==> config.mk <==
export PLATFORM = sky130hd
export DESIGN_NAME = bcd_to_binary_seq
export DESIGN_NICKNAME = d
export VERILOG_FILES = /design/src/rtl/bcd_to_binary_seq.sv
export SDC_FILE = /design/constraint.sdc
export NUM_CORES = 1
export LEC_CHECK = 0
export CAP_MARGIN = 20
export CORE_MARGIN = 4
export CORE_UTILIZATION = 52
export CTS_CLUSTER_DIAMETER = 60
export CTS_CLUSTER_SIZE = 40
export DETAILED_ROUTE_END_ITERATION = 6
export PLACE_DENSITY = 0.78
export SLEW_MARGIN = 5
export SYNTH_ARGS = -nofsm -noshare
export SYNTH_HDL_FRONTEND = slang
export SYNTH_SLANG_ARGS = --single-unit
==> constraint.sdc <==
create_clock -name CLK -period 2 [get_ports CLK]
set_input_delay 0.5 -clock CLK [delete_from_list [all_inputs] [get_ports CLK]]
set_output_delay 0.5 -clock CLK [all_outputs]
set_load 0.03 [all_outputs]
==> src/rtl/bcd_to_binary_seq.sv <==
// Sequential packed-BCD to binary converter (reverse double-dabble).
// Each clock shifts the {bcd, acc} pair right by one bit. Every BCD digit that
// lands at 8 or above is then corrected by subtracting 3. After 4*DIGITS shifts
// the accumulator holds the binary value.
// Optional macro BCD_CHECK_EN: rejects any digit > 9 on START, setting ERR and
// BINOUT=0 with a one-cycle latency. When the macro is absent, ERR is tied to 0.
module bcd_to_binary_seq #(
  parameter int unsigned DIGITS = 4,
  parameter int unsigned BIN_W  = 16
) (
  input  logic                  CLK,
  input  logic                  RST,
  input  logic                  START,
  input  logic [4*DIGITS-1:0]   BCDIN,
  output logic [BIN_W-1:0]      BINOUT,
  output logic                  BUSY,
  output logic                  DONE,
  output logic                  ERR
);

  localparam int unsigned N  = 4 * DIGITS;
  localparam int unsigned CW = $clog2(N);
  localparam int unsigned XW = (BIN_W > N) ? BIN_W : N;

  typedef enum logic [1:0] {
    S_IDLE  = 2'd0,
    S_SHIFT = 2'd1,
    S_DONE  = 2'd2
  } state_t;

  state_t            state_q, state_d;
  logic [N-1:0]      bcd_q, bcd_d;
  logic [N-1:0]      acc_q, acc_d;
  logic [CW-1:0]     cnt_q, cnt_d;
  logic [BIN_W-1:0]  binout_q, binout_d;
  logic              busy_q, busy_d;
  logic              done_q, done_d;

  logic [N-1:0]      bcd_sh;
  logic [N-1:0]      bcd_corr;
  logic [N-1:0]      acc_sh;
  logic [XW-1:0]     acc_ext;

`ifdef BCD_CHECK_EN
  logic              err_q, err_d;
  logic              bad_digit;

  // Flag any input digit outside 0..9
  always_comb begin
    bad_digit = 1'b0;
    for (int i = 0; i < int'(DIGITS); i++) begin
      if (BCDIN[4*i +: 4] > 4'd9) bad_digit = 1'b1;
    end
  end
`endif

  // One datapath step: shift right, then correct each digit that reached >= 8
  always_comb begin
    bcd_sh   = bcd_q >> 1;
    acc_sh   = {bcd_q[0], acc_q[N-1:1]};
    bcd_corr = bcd_sh;
    for (int i = 0; i < int'(DIGITS); i++) begin
      if (bcd_sh[4*i +: 4] >= 4'd8) bcd_corr[4*i +: 4] = bcd_sh[4*i +: 4] - 4'd3;
    end
  end

  assign acc_ext = XW'(acc_sh);

  // Next-state and registered-output logic
  always_comb begin
    state_d  = state_q;
    bcd_d    = bcd_q;
    acc_d    = acc_q;
    cnt_d    = cnt_q;
    binout_d = binout_q;
    busy_d   = 1'b0;
    done_d   = 1'b0;
`ifdef BCD_CHECK_EN
    err_d    = err_q;
`endif
    unique case (state_q)
      S_IDLE: begin
        if (START) begin
`ifdef BCD_CHECK_EN
          if (bad_digit) begin
            state_d  = S_DONE;
            binout_d = '0;
            err_d    = 1'b1;
            busy_d   = 1'b1;
            done_d   = 1'b1;
          end else begin
            state_d = S_SHIFT;
            bcd_d   = BCDIN;
            acc_d   = '0;
            cnt_d   = '0;
            busy_d  = 1'b1;
          end
`else
          state_d = S_SHIFT;
          bcd_d   = BCDIN;
          acc_d   = '0;
          cnt_d   = '0;
          busy_d  = 1'b1;
`endif
        end
      end
      S_SHIFT: begin
        busy_d = 1'b1;
        bcd_d  = bcd_corr;
        acc_d  = acc_sh;
        cnt_d  = cnt_q + CW'(1);
        if (cnt_q == CW'(N - 1)) begin
          state_d  = S_DONE;
          binout_d = acc_ext[BIN_W-1:0];
          done_d   = 1'b1;
`ifdef BCD_CHECK_EN
          err_d    = 1'b0;
`endif
        end
      end
      S_DONE: begin
        state_d = S_IDLE;
      end
      default: begin
        state_d = S_IDLE;
      end
    endcase
  end

  // State and datapath registers, synchronous reset
  always_ff @(posedge CLK) begin
    if (RST) begin
      state_q  <= S_IDLE;
      bcd_q    <= '0;
      acc_q    <= '0;
      cnt_q    <= '0;
      binout_q <= '0;
      busy_q   <= 1'b0;
      done_q   <= 1'b0;
    end else begin
      state_q  <= state_d;
      bcd_q    <= bcd_d;
      acc_q    <= acc_d;
      cnt_q    <= cnt_d;
      binout_q <= binout_d;
      busy_q   <= busy_d;
      done_q   <= done_d;
    end
  end

`ifdef BCD_CHECK_EN
  // Error flag register, updated together with BINOUT
  always_ff @(posedge CLK) begin
    if (RST) err_q <= 1'b0;
    else     err_q <= err_d;
  end

  assign ERR = err_q;
`else
  assign ERR = 1'b0;
`endif

  assign BINOUT = binout_q;
  assign BUSY   = busy_q;
  assign DONE   = done_q;

endmodule

* Yosys cells after proc, flatten, opt, wreduce, memory -nomap -nowiden
Index checks and enable logic that the tools add are counted.
Widths: inputs -> output; s select.
** Storage, ports and cells
- Logic and storage cells :: 43
- Input port bits :: 19
- Flip-flop bits (word level) :: 56
** Cells by class
- Equality and inequality tests :: 4
- Bitwise operators :: 1
- Add/subtract/negate cells :: 5
- Reductions and logical operators :: 6
- Magnitude comparators :: 4
- Multiplexer cells :: 16
** Operators with widths (number)
- $pmux 16 s2 :: 2
- $mux 16 :: 2
- $mux 4 :: 5
- $ge 4x4->1 const B :: 3
- $sub 4x2->4 const B :: 3
- $pmux 4 s2 :: 1
- $reduce_and 2->1 :: 3
- $add 4x1->4 const B :: 1
- $eq 4x4->1 const B :: 1
- $ge 3x4->1 const B :: 1
- $mux 2 :: 2
- $ne 2x2->1 const B :: 2
- $pmux 2 s2 :: 1
- $sub 3x2->4 const B :: 1
- $eq 2x1->1 const B :: 1
- $logic_not 2->1 :: 1
- $mux 1 :: 2
- $pmux 1 s2 :: 1
- $reduce_bool 2->1 :: 1
- $reduce_or 2->1 :: 1
- $not 1->1 :: 1

* Logic depth before layout (Yosys ltp)
Gate-level depths: netlist (run 1).
- Depth after elaboration :: 3
- Gate-level depth with buffers :: 6

* Worst setup path after synthesis (run 1)
No wires, ideal clock.
- Path type :: register -> register
- Start :: register cnt_q[0]
- End :: register binout_q[10] (netlist: BINOUT[10])
- Arrival time :: 1301 ps
- Library setup time :: 117 ps
- Data required time :: 1883 ps
- Buffers on the path :: 1
- Stages on the path, launching flop included :: 7
- Path slack :: 582 ps
- Period minus slack after synthesis :: 1418 ps
- Cell sequence :: dfxtp_1 > ha_1 > nand3_1 > nor2_4 > nor2_4 > buf_6 > a22o_1
** On the way
- Cells in the longest elaborated chain, start to end :: 2
** Ends and longest elaborated chain
- start: declaration :: line 34 : logic [CW-1:0] cnt_q, cnt_d;
- start signal: assignment :: line 144 : cnt_q <= cnt_d;
- $eq 4x4->1 :: line 112 : if (cnt_q == CW'(N - 1)) begin
- $reduce_and 2->1 (no line)
- end signal: assignment :: line 145 : binout_q <= binout_d;
- end: declaration :: line 35 : logic [BIN_W-1:0] binout_q, binout_d;
Every way passes these cells.
A chain may end at the register's enable or synchronous reset.

* Final worst setup path (run 1)
- Start :: register binout_q[15] (netlist: BINOUT[15])
- End :: output BINOUT[15]
** RTL lines
- end: declaration :: line 15 : output logic [BIN_W-1:0] BINOUT,
No word-level cell between the ends.

==> results of run 1 <==
[final cells by class]
cell class | count | area [sq um] | share of cell area, %
sequential | 55 | 1101 | 38.31
inverter | 9 | 33.78 | 1.175
multi-input combinational | 171 | 1112 | 38.70
tap | 52 | 65.06 | 2.264
clock buffer | 5 | 68.82 | 2.394
timing repair buffer | 49 | 470.5 | 16.37
clock inverter | 3 | 22.52 | 0.7836
[layer usage]
layer | vias to the layer above | GRT usage (%)
li1 | 962 | -
met1 | 885 | 27.21
met2 | 36 | 29.01
met3 | 2 | 3.204
met4 | 0 | 3.883
met5 | - | 0
[power by group through the flow]
| stage | Sequential, uW | Combinational, uW | Clock (uW) |
|---|---|---|---|
| after floorplan | 1180 | 169 | 0 |
| after global placement | 1190 | 246 | 0 |
| after detailed placement | 1190 | 253 | 0 |
| after CTS | 1160 | 255 | 630 |
| after global routing | 1170 | 283 | 677 |
| final | 1160 | 253 | 622 |
[cell families (layout without fill, tap and decap cells)]
kind of cell	after synthesis	after routing	share of synthesized area [%]
DFF	55	55	46.78
adders and majority gates	7	7	3.721
AOI/OAI and AO/OA	73	73	22.38
other	1	1	0.1593
xor gates and xnor gates	6	6	2.233
buffers and inverters	28	66	6.060
muxes	4	4	1.701
and+or+nand+nor	80	80	16.96
[registers in the layout, indices dropped and copies added, names as in the netlist]
name     count
bcd_q       16
acc_q       15
BUSY         1
DONE         1
state_q      2
cnt_q        4
BINOUT      16
[path summary, 6_finish.rpt]
path	to	slack, ns	depth (start not counted)
max	BINOUT[15]	0.17	1
min	BINOUT[2]	0.49	1
max reg2reg	cnt_q[2]	0.44	5
min reg2reg	BINOUT[2]	0.49	1
[layout by cell type (no fill, tap or decap), drive strengths merged, types with 2 or more instances in the layout]
cell,count
a31oi,4
a211o,3
a21oi,20
a221oi,3
o22ai,2
nand3b,5
clkbuf,5
o221a,2
dfxtp,55
xnor2,3
nand2b,9
nor2b,4
clkdlybuf4s50,36
a22oi,20
xor2,3
nand2,4
mux2i,4
a22o,15
inv,11
nand3,6
buf,13
nor3,9
ha,7
nor2,42
[stage by stage]
step,hold slack (ns),instances,power (uW)
final,0.4882,344,2037
after global routing,0.5069,344,2128
after CTS,0.4945,344,2047
after detailed placement,0.4635,336,1441
after global placement,0.4652,336,1432
after floorplan,0.4642,254,1349
==> impl_summary.txt, run 1 <==
----------------------------------------------------
[Run status]
  Outcome ... finished clean

[Synthesis]
  Summed instance area of the synthesized netlist ... 2354 sq um
  Biggest area contributors in the synthesized netlist ... dfxtp_1, a22oi_1, nor2_1
  Distinct cell type count after synthesis ... 34
  Yosys warnings ... 0
  Async set-reset flop share out of synthesis ... 0%
  Sequential area share after synthesis ... 46.78%
  EDFF count, synth ... 0
  Synth Net Count ... 280
  Top cell type by total area after synthesis ... dfxtp_1
  Synthesis-stage register bit count ... 55
  Dominant register cell in the synthesized netlist ... dfxtp_1
  Most numerous cell in the Yosys netlist ... dfxtp_1
  Mean area per synthesized cell ... 9.266 sq um
  Area share of the leading cell type in the synthesized netlist ... 46.78%
  Most frequent cells after synthesis ... dfxtp_1, nor2_1, a21oi_1, a22oi_1, a22o_1
  Post-Synthesis Cells ... 254

[Power and ir drop]
  Cell-internal power ... 1504 uW
  Relative contribution of combinational cells to total power ... 12.4%
  Worst VDD drop ... 0.4663 mV
  Sequential group share of total power ... 57.1%
  P_sw ... 533.7 uW
  Switching share of total power ... 26.20%
  Pwr/cell area ... 708.9 nW/um^2
  Standby leakage power ... 0.001094 uW
  Clock share of power ... 30.5%

[Die]
  Initial core utilization ... 54.05%
  Total core area ... 4354 sq um
  Floorplan die width ... 75.28 um
  Die Y ... 75.28 um
  Floorplan row count ... 24
  Total Die Area ... 5666 sq um
  Number of primary I/O pins ... 38

[STA]
  Post-route fraction of the period consumed by the critical path ... 91.50%
  Transition time of the tightest slew-check pin ... 0.5864 ns
  Final worst setup slack ... 0.1701 ns
  Final count of negative-setup-slack endpoints ... 0
  Setup_tns ... 0 ns
  Endpoints failing hold ... 0
  Setup repair after global routing missed its margin ... false
  Setup clock skew after layout ... 0.007179 ns
  FMAX ... 546.5 MHz
  Worst-case headroom to the max-slew limit ... 60.73%
  Number of pins exceeding their max-slew limit in the final report ... 0
  Minimum clock period ... 1.830 ns

[Clock tree]
  TritonCTS clock tree ... done
  Number of setup buffers added after CTS ... 0
  Skew-Pair Late Insertion Delay ... 0.30 ns
  Root Buffer Master ... clkbuf_8
  Num CTS Buffers ... 5
  Clock tree buffer depth ... 2
  Number of cells upsized or downsized after cts ... 0
  Clock transition at path regs ... 0.10 ns
  Hold Buf Count CTS ... 0
  Clock sinks ... 55
  Level count of the clock H-tree ... 2

[Worst setup path]
  Endpoint required time on the critical path ... 1.50 ns
  Count of buffering cells on the critical path with inverters included ... 1
  Start point of the critical path ... BINOUT[15]
  Critical-path cell with the highest stage delay ... clkdlybuf4s50_1
  Worst r2r src ... state_q[1]
  Endpoint type of the worst setup path ... primary output
  Critical-path maximum fanout ... 2
  Arrival time at the worst endpoint ... 1.33 ns
  CP Class ... reg -> out
  List of cells traversed by the critical path ... clkdlybuf4s50_1
  Delay of the slowest cell on the worst path ... 0.68 ns
  Critical Path Source Type ... flip-flop
  Largest delay share family, worst path ... buffers and inverters

[Placed design]
  Setup WS pre-CTS ... 0.1799 ns
  Placer's final routability congestion estimate ... 0.7990
  Post-Place Cell Area ... 2783 sq um
  IO Port Bufs ... 36
  Detail Placement HPWL ... 3407 um

[Layout]
  Diodes inserted ... 0
  Fill count ... 372
  Fraction of layout instances using a drive strength above 1 ... 9.589%
  Total Nets Final ... 317
  Post-route cell area ... 2874 sq um
  Relative area change from synthesis to final layout ... 22.12%
  Core occupancy in the finished layout ... 66.01%

[Routing]
  Total vias in the final route ... 1885
  Metal-1 WL ... 2382 um
  Average wire per cell in the routed design ... 14.20 um
  Remaining DRCs ... 0
  Vias per cell ... 5.480
  Remaining antenna violation count after routing ... 0
  First-iteration detailed-routing DRC count ... 74
  Detailed route wirelength on metal2 ... 2290 um
  Total met3 wirelength after detailed routing ... 193 um
  Top layer in use ... met4
  Total wire length ... 4886 um
  First-pass DRT Iterations ... 4

[Global routing]
  Global route overflow ... 0
  Number of global-route vias before repair ... 1743
  Global-route wire length before repair ... 8238 um
  Number of antenna violations at the first check in global routing ... 0
  GRT Total Usage ... 18.62%
  Pin count of the biggest net entering global routing ... 28

[Job]
  MaxCap Viol Count ... 0

[Hold path]
  Worst hold-check path type ... reg -> reg
  Launch point of the worst hold path ... BINOUT[2]

----------------------------------------------------
(Power assumes the default switching activity.)
==> run 2, diff against run 1 <==
CTS_CLUSTER_DIAMETER = not set   (was 60)
==> results of run 2 <==
The final DEF is identical to that of run 1; final timing and power are the same.
